### src/rtl/crossing_scheduler_if.sv
// rtl/crossing_scheduler_if.sv - request inputs and phase handshake between scheduler and sequencer
interface crossing_scheduler_if;
    logic [3:0] req_in;
    logic       phase_ack;
    logic       phase_done;
    logic       phase_req;
    logic [1:0] phase_id;
    logic [3:0] pending;
    logic       urgent;

    modport master (
        input  req_in, phase_ack, phase_done,
        output phase_req, phase_id, pending, urgent
    );

    modport slave (
        output req_in, phase_ack, phase_done,
        input  phase_req, phase_id, pending, urgent
    );
endinterface

### src/rtl/crossing_scheduler.sv
// rtl/crossing_scheduler.sv - debounced sticky requests, aged round-robin phase pick, req/ack/done handshake
module crossing_scheduler #(
    parameter int                DEBOUNCE = 2,
    parameter int                WAIT_W   = 4,
    parameter logic [WAIT_W-1:0] MAX_WAIT = 4'd12
) (
    input logic                  CLK,
    input logic                  RST,
    crossing_scheduler_if.master bus
);
    localparam int            DW      = $clog2(DEBOUNCE + 1);
    localparam logic [DW-1:0] DEB_MAX = DW'(DEBOUNCE);
    localparam logic [DW-1:0] DEB_ARM = DW'(DEBOUNCE - 1);

    typedef enum logic [1:0] {IDLE, ARB, REQ, WAIT_DONE} state_t;
    state_t state, state_nxt;

    logic [DW-1:0]     deb_cnt [4];
    logic [WAIT_W-1:0] age     [4];
    logic [3:0]        pending;
    logic [1:0]        phase_id;
    logic [1:0]        ptr;
    logic [3:0]        aged;
    logic [3:0]        cand;
    logic [3:0]        granted;
    logic [1:0]        pick;
    logic              pick_found;
    logic              done_clr;

    assign done_clr = (state == WAIT_DONE) && bus.phase_done;

    always_comb begin
        for (int i = 0; i < 4; i++) aged[i] = (age[i] == MAX_WAIT);
    end

    // Starved sources take priority over the plain round-robin set.
    assign cand = (aged != 4'b0) ? aged : pending;

    always_comb begin
        pick       = ptr;
        pick_found = 1'b0;
        for (int k = 0; k < 4; k++) begin
            if (!pick_found && cand[ptr + 2'(k)]) begin
                pick       = ptr + 2'(k);
                pick_found = 1'b1;
            end
        end
    end

    always_comb begin
        granted = 4'b0;
        if (state == REQ || state == WAIT_DONE) granted[phase_id] = 1'b1;
    end

    // Clearing the served source also drops its debounce count so it must re-qualify.
    always_ff @(posedge CLK) begin
        if (RST) begin
            pending <= 4'b0;
            for (int i = 0; i < 4; i++) begin
                deb_cnt[i] <= '0;
                age[i]     <= '0;
            end
        end else begin
            for (int i = 0; i < 4; i++) begin
                if (done_clr && phase_id == 2'(i)) begin
                    deb_cnt[i] <= '0;
                    age[i]     <= '0;
                    pending[i] <= 1'b0;
                end else begin
                    if (bus.req_in[i]) begin
                        if (deb_cnt[i] != DEB_MAX) deb_cnt[i] <= deb_cnt[i] + DW'(1);
                        if (deb_cnt[i] >= DEB_ARM) pending[i] <= 1'b1;
                    end else begin
                        deb_cnt[i] <= '0;
                    end
                    if (pending[i] && !granted[i] && age[i] != MAX_WAIT)
                        age[i] <= age[i] + WAIT_W'(1);
                end
            end
        end
    end

    always_ff @(posedge CLK) begin
        if (RST) state <= IDLE;
        else     state <= state_nxt;
    end

    always_comb begin
        state_nxt = state;
        case (state)
            IDLE:      if (pending != 4'b0)    state_nxt = ARB;
            ARB:                               state_nxt = REQ;
            REQ:       if (bus.phase_ack)      state_nxt = WAIT_DONE;
            WAIT_DONE: if (bus.phase_done)     state_nxt = IDLE;
            default:                           state_nxt = IDLE;
        endcase
    end

    always_comb begin
        bus.phase_req = (state == REQ);
        bus.phase_id  = phase_id;
        bus.pending   = pending;
        bus.urgent    = |aged;
    end

    always_ff @(posedge CLK) begin
        if (RST) begin
            phase_id <= 2'd0;
            ptr      <= 2'd0;
        end else begin
            if (state == ARB) phase_id <= pick;
            if (done_clr)     ptr      <= phase_id + 2'd1;
        end
    end
endmodule

### src/flat_wrapper.sv
// flat-port wrapper written by rule: the top's interface ports become plain ports
module crossing_scheduler_flat 
#(
    parameter int                DEBOUNCE = 2,
    parameter int                WAIT_W   = 4,
    parameter logic [WAIT_W-1:0] MAX_WAIT = 4'd12
)
  (CLK, RST, bus_req_in, bus_phase_ack, bus_phase_done, bus_phase_req, bus_phase_id, bus_pending, bus_urgent);
  crossing_scheduler_if bus_i ();
  input logic CLK;
  input logic RST;
  input wire logic [$bits(bus_i.req_in)-1:0] bus_req_in;
  input wire logic [$bits(bus_i.phase_ack)-1:0] bus_phase_ack;
  input wire logic [$bits(bus_i.phase_done)-1:0] bus_phase_done;
  output wire logic [$bits(bus_i.phase_req)-1:0] bus_phase_req;
  output wire logic [$bits(bus_i.phase_id)-1:0] bus_phase_id;
  output wire logic [$bits(bus_i.pending)-1:0] bus_pending;
  output wire logic [$bits(bus_i.urgent)-1:0] bus_urgent;
  assign bus_i.req_in = bus_req_in;
  assign bus_i.phase_ack = bus_phase_ack;
  assign bus_i.phase_done = bus_phase_done;
  assign bus_phase_req = bus_i.phase_req;
  assign bus_phase_id = bus_i.phase_id;
  assign bus_pending = bus_i.pending;
  assign bus_urgent = bus_i.urgent;
  crossing_scheduler #(.DEBOUNCE(DEBOUNCE), .WAIT_W(WAIT_W), .MAX_WAIT(MAX_WAIT)) u_core (.CLK(CLK), .RST(RST), .bus(bus_i));
endmodule
### config.mk
export PLATFORM = sky130hd
export DESIGN_NAME = crossing_scheduler_flat
export DESIGN_NICKNAME = d
export VERILOG_FILES = /design/src/rtl/crossing_scheduler_if.sv /design/src/rtl/crossing_scheduler.sv /design/src/flat_wrapper.sv
export SDC_FILE = /design/constraint.sdc
export NUM_CORES = 1
export LEC_CHECK = 0
export ABC_AREA = 1
export CAP_MARGIN = 20
export CORE_MARGIN = 10
export CORE_UTILIZATION = 55
export CTS_BUF_LIST = sky130_fd_sc_hd__clkbuf_4
export CTS_CLUSTER_DIAMETER = 40
export DETAILED_ROUTE_END_ITERATION = 10
export PLACE_DENSITY = 0.85
export SLEW_MARGIN = 5
export SYNTH_ARGS = -nofsm -noshare
export SYNTH_HDL_FRONTEND = slang
export SYNTH_SLANG_ARGS = --single-unit
export TNS_END_PERCENT = 100
### constraint.sdc
create_clock -name CLK -period 1.9 [get_ports CLK]
set_input_delay 0.19 -clock CLK [delete_from_list [all_inputs] [get_ports CLK]]
set_output_delay 0.19 -clock CLK [all_outputs]
set_load 0.02 [all_outputs]
* After elaboration in Yosys (flattened, before gate mapping)
Memory sizes are Yosys's and may differ from the RTL's. Cells that the tools add are included.
Word-level totals: word-level logic and storage cells 219, memories kept 2, input bits 8, output and inout bits 8, flip-flop bits (word level) 10, RAM bits 24
Memory list:
- u_core.age | words 4, width 4, read ports 4, clocked after Yosys merged registers in 0, wr ports 4, RTL line crossing_scheduler.sv:19 | logic [WAIT_W-1:0] age [4];
- u_core.deb_cnt | words 4, width 2, read ports 4, clocked after Yosys merged registers in 0, wr ports 4, RTL line crossing_scheduler.sv:18 | logic [DW-1:0] deb_cnt [4];
Operators by class: muxes and demuxes 108, $lt $le $gt $ge 10, equal/unequal tests 21, reductions and logical operators 39, $add $sub $neg 12, bitwise gates (word level) 20
Operator list (count):
- $mux W1 | 74
- $mux W4 | 10
- $mux W2 | 18
- $or A1 B1 Y1 | 20
- $logic_and A1 B1 Y1 | 17
- $add A4 B1 Y4 const B | 4
- $eq A4 B4 Y1 const B | 4
- $ne A4 B4 Y1 const B | 4
- $lt A2 B3 Y1 const B | 5
- $add A2 B1 Y2 const B | 6
- $ne A2 B2 Y1 const B | 6
- $ge A2 B1 Y1 const B | 5
- $bmux W1 S2 | 4
- $eq A2 B2 Y1 const B | 4
- $pmux W2 S4 | 1
- $reduce_and A2 Y1 | 4
- $reduce_bool A4 Y1 | 2
- $reduce_or A2 Y1 | 4
- $logic_not A1 Y1 | 7
- $add A2 B2 Y2 const B | 2
- $eq A2 B1 Y1 const B | 2
- $logic_not A2 Y1 | 2
- $reduce_or A4 Y1 | 1
- $reduce_and A3 Y1 | 1
- other kinds (3) | 3

* Depth between registers and ports, before layout
word-level depth 15, gate-level depth with buffers 18, mapped depth without buffers 18

* Worst setup path after synthesis
Ideal clock, no wire load.
path kind register to register, from mem u_core.age[0][0], to reg u_core.phase_id[1], in the netlist u_core.bus.phase_id[1], data required time 1791 ps, path buffers 0, stages on the path, launching flop included 17, arrival time 1680 ps, library setup time 109 ps, path slack 111 ps, clock period less this slack 1789 ps, cells stage by stage edfxtp_1 -> inv_1 -> ha_1 -> nand3_4 -> nand2_2 -> nor2_4 -> nand2_2 -> nand3_1 -> nand3_1 -> nand2_2 -> nand3_2 -> nand2_2 -> nand2_1 -> nand2_1 -> nand3_1 -> nand2_1 -> inv_1
RTL lines:
- from (decl) | RTL line crossing_scheduler.sv:19
- to (signal assigned) | RTL line crossing_scheduler.sv:111 | if (state == ARB) phase_id <= pick;
- to (decl) | RTL line crossing_scheduler.sv:21 | logic [1:0] phase_id;

==> results.md <==
- Status: finished, violations left
- Failing checks: setup timing
- Post-Layout Cell Count: 355
- Area Growth Syn to Fin: 23.0%
- Worst vdd rail ir drop: around 580 uV
- Drt wl/cell: between 10 and 15 um
- Power density cells: roughly 830 nW/um2
- Final setup slack of the worst path: -0.0362 ns
- Synthesized area: between 2000 and 2500 um2
- Starting density of the core: 0.582
- Hold_ws: roughly 0.5 ns
- CTS Buf Count: 5
- Arrival @ worst endpoint: between 2 and 2.5 ns
- CP max FO: 5
- CTS tree: done
- DP HPWL: between 3 and 4 mm
- Placed cells: 339
- CP Data Required Time: about 2.2 ns
- Via count: around 1,900
- Seq cells post-synth: 34
- Initial antenna violation count: 0
- Root Driver: clkbuf_4
- Final hold violations: 0
- Post-synthesis sequential area ratio: 0.419
- Max clock buf depth: 2
- Total Die Area: 6920 um2
- Synth Warn #: 0
- Mean Syn Cell Area: between 8 and 9 um2
- Crit path max-delay cell type: edfxtp_1
- Sequential Area: 921 um2
- Post-Syn Instances: 261
- CP peak stage delay: just over 0.4 ns
- FILL cells: approximately 260
- # diodes: 0
- Dpl ws: -0.0230 ns
- I/O pin count: 16
- Pleak: 1.24 nW
- CTS Sinks: 34
- First-pass GRT wire length: about 8.1 mm
- Area of the multi-input gates: roughly 1100 um2
- Ratio of final minimum period to clock period: 1.02
- Die width: 83.2 um
- Final Cell Area: approximately 2700 um2
- Final setup vio count: 1
- CTS H-tree lvls: 2
- Share of post-route cells with drive strength above 1: 0.225
- Fin util: 0.716
- Overflow after GRT: 0
- Most frequent cells in the layout: inv_1, nor2_1, nand2_1, buf_4, edfxtp_1
- CTS Hold Buffers Added: 0
- DRC viols: 0
- Total of max-cap violations: 0
- Synth unique cells: 25
- Tot GR Track Use: 0.137
- Slew of the pin with the lowest slew margin: around 0.34 ns
- IO Port Bufs: 15
- Starting DRC count in detailed routing: between 100 and 150
- Setup TNS: -0.0362 ns
- Largest net degree at the start of global routing: 10
- Sequential group share of total power: 0.444
- Routability cong.: a little over 0.8
- Crit. End Element: register
- Internal power: around 1.4 mW
- Area after DPL: between 2000 and 3000 um2
- Fmax: between 500 and 600 MHz
- Clock latency on the worst-skew pair: ~0.34 ns
- Synth Net Count: between 200 and 300
- Crit start category: register
- Clk pwr share: 0.161
- Rel. slew slack: 0.771
- Worst Hold Class: in2reg
- Routed Antenna Nets: 0
- Switching pwr: around 860 uW
- Vias per cell: roughly 5.4
- Tot Pwr: ~2.2 mW
- WS Path Type: reg2reg
- Sw frac: 0.385
- Final nets: between 300 and 400
- Commonest non-fill, non-tap cell in the layout: inv_1
- Clock transition at path regs: roughly 0.1 ns
- Minimum clock period after layout: between 1.5 and 2 ns
- Comb pwr share: 0.395
- Routed Wire Length: about 5 mm
- Die span in y: between 80 and 90 um
- Crit-path cells: inv_1 > ha_2 > nand3_2 > nand2_2 > nor2_4 > nand2_2 > nand3_2 > nand3_2 > nand2_2 > nor2_4 > nand2_1 > nand2_2 > nand2_1 > nand2_1 > nand3_1 > nand2_1 > inv_1
- RSZ-0062 raised after global routing: yes
- Vias in the first global route: ~1,900
- First-pass detailed-route iteration total: 4
- Clock Skew: between 0.005 and 0.006 ns
- Core area: between 3000 and 4000 um2
- Standard-cell rows: 22
- Max Transition Viols Final: 0
## power by group through the flow
stage / registers (mW) / clock network, mW / logic (mW)
after floorplan: 1.01 / 0 / 0.533
after global placement: 1.00 / 0 / 0.763
after detailed placement: 1.00 / 0 / 0.804
after CTS: 0.984 / 0.367 / 0.821
after global routing: 1.01 / 0.400 / 0.971
final: 0.993 / 0.360 / 0.882
## metal layers
| metal | global-route usage | part of all wire | vias to the layer above |
|---|---|---|---|
| li1 | - | - | 928 |
| met1 | 0.139 | 0.40 | 911 |
| met2 | 0.250 | 0.52 | 55 |
| met3 | 0.0400 | 0.053 | 15 |
| met4 | 0.0662 | 0.026 | 0 |
| met5 | 0 | 0 | - |
## Yosys cell counts, drive strengths merged
master | number | area, um2
a211oi | 1 | 7.51
a21oi | 6 | 30.0
buf | 1 | 11.3
clkbuf | 1 | 3.75
dfxtp | 10 | 200
edfxtp | 24 | 721
ha | 25 | 313
inv | 49 | 184
nand2 | 46 | 195
nand3 | 31 | 188
nand4 | 4 | 25.0
nor2 | 43 | 179
nor3 | 1 | 5.00
nor4 | 1 | 6.26
o211ai | 1 | 7.51
o21ai | 7 | 35.0
o22ai | 1 | 6.26
xnor2 | 4 | 35.0
xor2 | 5 | 43.8
## flip-flops by register name (all words and copies together), names as in the netlist
signal and flops:
u_core.age 16, u_core.deb_cnt 8, u_core.bus.phase_id 2, u_core.state 2
u_core.ptr 2, u_core.bus.pending 4
## critical path: cells and delay by family, from the launching register on
kind | cells | cell delay [ns]
and+or+nand+nor | 14 | 1.15
DFF | 1 | 0.41
adders and majority gates | 1 | 0.17
buffers and inverters | 2 | 0.11
## repair_timing
action / 4_1_cts / 5_1_grt
gates resized for setup: 5 / 16
endpoints found under the setup margin: 4 / 3
buffers inserted: 4 / 6
pin swaps: 5 / 10
## cell type report
| type | count | area share |
|---|---|---|
| Clock inverter | 1 | 0.00139 |
| Inverter | 49 | 0.0681 |
| Clock buffer | 5 | 0.0139 |
| Timing Repair Buffer | 42 | 0.128 |
| Tap cell | 48 | 0.0222 |
| Multi-Input combinational cell | 176 | 0.425 |
| Sequential cell | 34 | 0.341 |
## kinds of logic (layout without fill, tap and decap cells)
family	count (synthesis)	after routing	share of synthesized area
AO/OA/AOI/OAI	16	16	0.0393
XOR/XNOR	9	9	0.0359
adder cells (fa/ha/maj)	25	25	0.142
buffers and inverters	51	97	0.0906
flip-flops	34	34	0.419
AND/OR/NAND/NOR	126	126	0.272
## path summary, 6_finish.rpt
kind         cells past startpoint                  from                endpoint  slack (ns)
max                             17      u_core.age[2][0]  u_core.bus.phase_id[1]       -0.04
min                              2                   RST         u_core.state[0]        0.50
max reg2reg                     17      u_core.age[2][0]  u_core.bus.phase_id[1]       -0.04
min reg2reg                      1  u_core.deb_cnt[0][4]    u_core.deb_cnt[0][4]        0.56
(Power assumes the default switching activity.)
